===== config.mk =====
export PLATFORM = sky130hd
export DESIGN_NAME = risc_alu
export DESIGN_NICKNAME = d
export VERILOG_FILES = /design/src/rtl/risc_pkg.sv /design/src/rtl/risc_alu_core.sv /design/src/rtl/risc_alu.sv
export SDC_FILE = /design/constraint.sdc
export NUM_CORES = 1
export LEC_CHECK = 0
export CORE_UTILIZATION = 50
export DETAILED_ROUTE_END_ITERATION = 8
export GPL_TIMING_DRIVEN = 1
export HOLD_SLACK_MARGIN = 0.08
export PLACE_DENSITY = 0.84
export SKIP_CTS_REPAIR_TIMING = 1
export SYNTH_ARGS = -nofsm -noshare
export SYNTH_HDL_FRONTEND = slang
export SYNTH_SLANG_ARGS = --single-unit

===== constraint.sdc =====
create_clock -name clk -period 1.2 [get_ports clk]
set_clock_uncertainty 0.15 [all_clocks]
set_input_delay 0.18 -clock clk [delete_from_list [all_inputs] [get_ports clk]]
set_output_delay 0.18 -clock clk [all_outputs]
set_load 0.01 [all_outputs]

===== src/rtl/risc_pkg.sv =====
// Shared Simple-RISC definitions: opcode encodings used by both the ALU and the CPU decoder.
package risc_pkg;

  typedef enum logic [2:0] {
    OPC_HLT = 3'b000,
    OPC_SKZ = 3'b001,
    OPC_ADD = 3'b010,
    OPC_AND = 3'b011,
    OPC_XOR = 3'b100,
    OPC_LDA = 3'b101,
    OPC_STO = 3'b110,
    OPC_JMP = 3'b111
  } opcode_t;

  localparam int OPC_W = 3;

endpackage


===== src/rtl/risc_alu_core.sv =====
// Combinational accumulator ALU: computes the next accumulator value and its zero flag.
module risc_alu_core
  import risc_pkg::*;
#(
  parameter int WIDTH = 8
) (
  input  logic [OPC_W-1:0] opcode,
  input  logic [WIDTH-1:0] inA,
  input  logic [WIDTH-1:0] inB,
  output logic [WIDTH-1:0] next_result,
  output logic             next_zero
);

  // Modular add: the carry out of the top bit is dropped.
  function automatic logic [WIDTH-1:0] add_wrap(input logic [WIDTH-1:0] a,
                                                input logic [WIDTH-1:0] b);
    logic [WIDTH:0] sum;
    sum = {1'b0, a} + {1'b0, b};
    return sum[WIDTH-1:0];
  endfunction

  logic [WIDTH-1:0] w_res;

  always_comb begin
    w_res = inA;
    case (opcode)
      OPC_ADD: w_res = add_wrap(inA, inB);
      OPC_AND: w_res = inA & inB;
      OPC_XOR: w_res = inA ^ inB;
      OPC_LDA: w_res = inB;
      default: w_res = inA;
    endcase
  end

  assign next_result = w_res;
  assign next_zero   = (w_res == '0);

endmodule


===== src/rtl/risc_alu.sv =====
// Registered accumulator ALU: one-cycle latency, result and zero flag updated on the same edge.
module risc_alu
  import risc_pkg::*;
#(
  parameter int WIDTH = 8
) (
  input  logic             clk,
  input  logic             rst,
  input  logic [WIDTH-1:0] inA,
  input  logic [WIDTH-1:0] inB,
  input  logic [OPC_W-1:0] opcode,
  output logic [WIDTH-1:0] result,
  output logic             is_zero
);

  logic [WIDTH-1:0] w_next_result_p0;
  logic             w_next_zero_p0;
  logic [WIDTH-1:0] r_result_p1;
  logic             r_zero_p1;

  risc_alu_core #(.WIDTH(WIDTH)) u_core (
    .opcode      (opcode),
    .inA         (inA),
    .inB         (inB),
    .next_result (w_next_result_p0),
    .next_zero   (w_next_zero_p0)
  );

  // p0 -> p1: output register; reset shows an all-zero accumulator with its flag set.
  always_ff @(posedge clk or posedge rst) begin
    if (rst) begin
      r_result_p1 <= '0;
      r_zero_p1   <= 1'b1;
    end else begin
      r_result_p1 <= w_next_result_p0;
      r_zero_p1   <= w_next_zero_p0;
    end
  end

  assign result  = r_result_p1;
  assign is_zero = r_zero_p1;

endmodule


==> results of run 1 <==
-- metrics by stage --
step / instances / worst slack [ns]
after floorplan: 116 / -0.897
after global placement: 198 / -1.45
after detailed placement: 198 / -1.64
after CTS: 202 / -1.44
-- kinds of logic after synthesis --
| kind of cell | Yosys count | share of synthesized area (%) |
|---|---|---|
| DFF | 9 | 22.5 |
| buffers and inverters | 11 | 5.73 |
| muxes | 2 | 1.99 |
| AOI/OAI and AO/OA | 45 | 34.9 |
| adders and majority gates | 9 | 12.0 |
| xor gates and xnor gates | 4 | 3.49 |
| and+or+nand+nor | 36 | 19.4 |
==> metrics.txt, run 1 <==
status=stopped before the end; Stopped at=5_1_grt; First Error=[ERROR DPL-0038] Utilization greater than 100%, impossible to legalize; WEP type=sequential cell input; ys flop type=dfrtp_1; Num CTS Buffers=3; Clock Path Buffers=2; CTS root buf=clkbuf_4; Synthesis Warnings=0; chip height=between 40 and 50 um; GP Congestion=0.948; Net Count, Synth=146; largest net degree at the start of global routing=13; Post-synth EDFFs=0; Port Buf Inserts=29; post-DP HPWL=2760 um; top cell type's share of synthesized area=approximately 20%; Yosys cell types=45; sequential share of the synthesized area=about 23%; cells after synthesis=116; most common cell in the netlist=a21oi_1; DP Area=0.00159 mm2; Area contributors post-synth=dfrtp_1, ha_1, a21oi_1; Syn Std Cell Area=0.00100 mm2; Syn Area/Cell=8.66 um2; H-tree depth=1; area leader, netlist=dfrtp_1; most frequent cells after synthesis=a21oi_1, nand2_1, dfrtp_1, ha_1, nor2_1; Ports=30; DIE WIDTH=46.8 um; Initial Util=55.8%; row count=15; GRT repair_timing worst endpoint=is_zero$_DFF_PP1_/D; clock sink count=9; Synth Register Bits=9; Async SR Flop Fraction=100%
==> run 2: changes to the inputs <==
--- a/config.mk
+++ b/config.mk
@@ -5,11 +5,11 @@
 export SDC_FILE = /design/constraint.sdc
 export NUM_CORES = 1
 export LEC_CHECK = 0
-export CORE_UTILIZATION = 50
+export CORE_AREA = 2 2 63 65
 export DETAILED_ROUTE_END_ITERATION = 8
+export DIE_AREA = 0 0 65 67
 export GPL_TIMING_DRIVEN = 1
-export HOLD_SLACK_MARGIN = 0.08
-export PLACE_DENSITY = 0.84
+export PLACE_DENSITY_LB_ADDON = 0.15
 export SKIP_CTS_REPAIR_TIMING = 1
 export SYNTH_ARGS = -nofsm -noshare
 export SYNTH_HDL_FRONTEND = slang
==> run 2 against run 1 <==
  * The flow now finishes, with violations (setup timing)
  * Synthesized area did not move
  * Synthesized cell count did not move
==> metrics.txt, run 2 <==
# setup viols final=8; Post-synth EDFFs=0 (unchanged); GP Congestion=0.924 (was 0.948); M1 WL=between 1000 and 1500 um; row count=22 (was 15); cells after synthesis=116 (unchanged); initial antenna violation count=0; area delta synth->final=91.9%; status=finished with violations (was stopped before the end); Final Cycle Share=174%; DIE WIDTH=65 um (was 46.8 um); Clock Path Buffers=2 (unchanged); CTS root buf=clkbuf_8 (was clkbuf_4); PD cells=751 mW/mm2; Final min period=2.08 ns; Least-Margin Pin Slew=approximately 0.31 ns; Syn Std Cell Area=0.00100 mm2 (unchanged); violated checks=setup timing; RSZ-0062 raised after global routing=yes; Req. time, crit path=1.21 ns; Slew HR=79.5%; most frequent cells in the layout=buf_4, dlymetal6s2s_1, buf_6; Peak VDD IR=~0.00025 V; max-cap violation count=0; chip height=67 um (was 46.8 um); CP max FO=2; number of global-route vias before repair=1081; Syn Area/Cell=8.66 um2 (unchanged); top cell type's share of synthesized area=19.9% (unchanged); most common cell after layout, fill and taps aside=buf_4; most common cell in the netlist=a21oi_1 (unchanged); Yosys cell types=45 (unchanged); DR DRC count=0; Synthesis Warnings=0 (unchanged); post-route ant nets=0; Vias=1152; Net Count, Synth=146 (unchanged); sequential share of the synthesized area=22.5% (unchanged); WP data arrival=2.09 ns; CTS tree=built; # nets final=218; Async SR Flop Fraction=100% (unchanged); Largest register FFs=8; Core Util, Final=roughly 53%; ant diodes=0; DP Area=0.00165 mm2 (was 0.00159 mm2); Core Box Area=roughly 0.0036 mm2; H-tree depth=1 (unchanged); worst hold-check path type=in2async; highest clock rate=480 MHz; setup tns final=-3.46 ns; Synth Register Bits=9 (unchanged); Slew Limit Fails=0; Critical Path Start Type=primary input; crit end category=flip-flop; area leader, netlist=dfrtp_1 (unchanged); Area contributors post-synth=dfrtp_1, ha_1, a21oi_1 (unchanged); gr ovfl total=0; DRT iter0 DRCs=34; cell area after layout=0.00193 mm2; Leak Pwr=0.000930 uW; WL per Instance=13.3 um; Num CTS Buffers=3 (unchanged); Final Power=approximately 1400 uW; most frequent cells after synthesis=a21oi_1, nand2_1, dfrtp_1, ha_1, nor2_1 (unchanged); met2 WL post-DR=1620 um; Ports=30 (unchanged); CP endpoint=is_zero$_DFF_PP1_; ys flop type=dfrtp_1 (unchanged); Post-Route WL=roughly 3100 um; Hold Vio Cnt, Final=0; post-DP HPWL=2470 um (was 2760 um); min setup slack post-route=-0.884 ns; Worst-path clk slew=0.04 ns; Initial Util=27.9% (was 55.8%); Met3 Wirelength=118 um; clock sink count=9 (unchanged); largest net degree at the start of global routing=12; Port Buf Inserts=29 (unchanged); Top Layer Used=met4; Worst Setup SP=inA[0]; first-pass GRT wire length=4780 um; Setup CP Type=in2reg; vias per inst=4.90; layout cell share with drive strength beyond 1=49.2%; DRT Pass-1 Iters=4; number of fill cells=335; die area=0.00436 mm2; Total GRT Usage=14.2%
[run 2: cell counts after synthesis]
No cell type changed its count.
[run 2: cell families (layout without fill, tap and decap cells)]
family	count (synthesis)	after routing	share of synthesized area [%]
flops	9	9	22.5
fa+ha+maj	9	9	12.0
compound gates	45	45	34.9
buf+inv	11	82	5.73
mux	2	2	1.99
xor+xnor	4	4	3.49
simple gates	36	36	19.4
[run 2: metrics by stage]
step	std cells	setup WS (ns)	hold WS (ns)
6_report	235	-0.884	0.0512
5_1_grt	235	-0.967	0.0740
4_1_cts	229	-1.27	0.0631
3_5_place_dp	225	-1.51	0.299
3_3_place_gp	225	-1.47	0.302
2_1_floorplan	116	-0.897	-0.143
[run 2: report_power, final]
group          internal, uW  switching [uW]
clock                   230             109
combinational           427             335
sequential              339            6.61
total                   996             451
[run 2: layout make-up]
| type | instances | area [um2] | area share (%) |
|---|---|---|---|
| Inverter | 5 | 18.8 | 0.973 |
| Timing Repair Buffer | 73 | 667 | 34.6 |
| Multi-Input combinational cell | 96 | 911 | 47.2 |
| Tap cell | 48 | 60.1 | 3.11 |
| Clock buffer | 4 | 45.0 | 2.34 |
| Sequential cell | 9 | 226 | 11.7 |
[run 2: layer usage]
| layer | vias up | global-route usage, % |
|---|---|---|
| met5 | - | 0 |
| met4 | 0 | 6.38 |
| met3 | 6 | 1.69 |
| met2 | 30 | 26.0 |
| met1 | 540 | 16.5 |
| li1 | 576 | - |
[run 2: how the worst min path moves through the flow]
stage | depth (start not counted) | slack [ns] | start | to
after global placement | 2 | 0.30 | rst | result[1]$_DFF_PP0_
after detailed placement | 2 | 0.30 | rst | result[0]$_DFF_PP0_
after CTS | 2 | 0.06 | rst | result[7]$_DFF_PP0_
final | 2 | 0.05 | rst | result[1]$_DFF_PP0_
after global routing | 2 | 0.07 | rst | result[0]$_DFF_PP0_
after floorplan | 1 | -0.14 | rst | result[0]$_DFF_PP0_
[run 2: worst max-delay path: stages]
cell and delay [ns]:
buf_8 0.10, ha_4 0.15, fa_2 0.34, a21o_1 0.19
a221oi_2 0.24, xnor2_1 0.11, o221a_4 0.28, a2111oi_4 0.29
nor3b_2 0.20
Power figures use the tool's default switching activity.
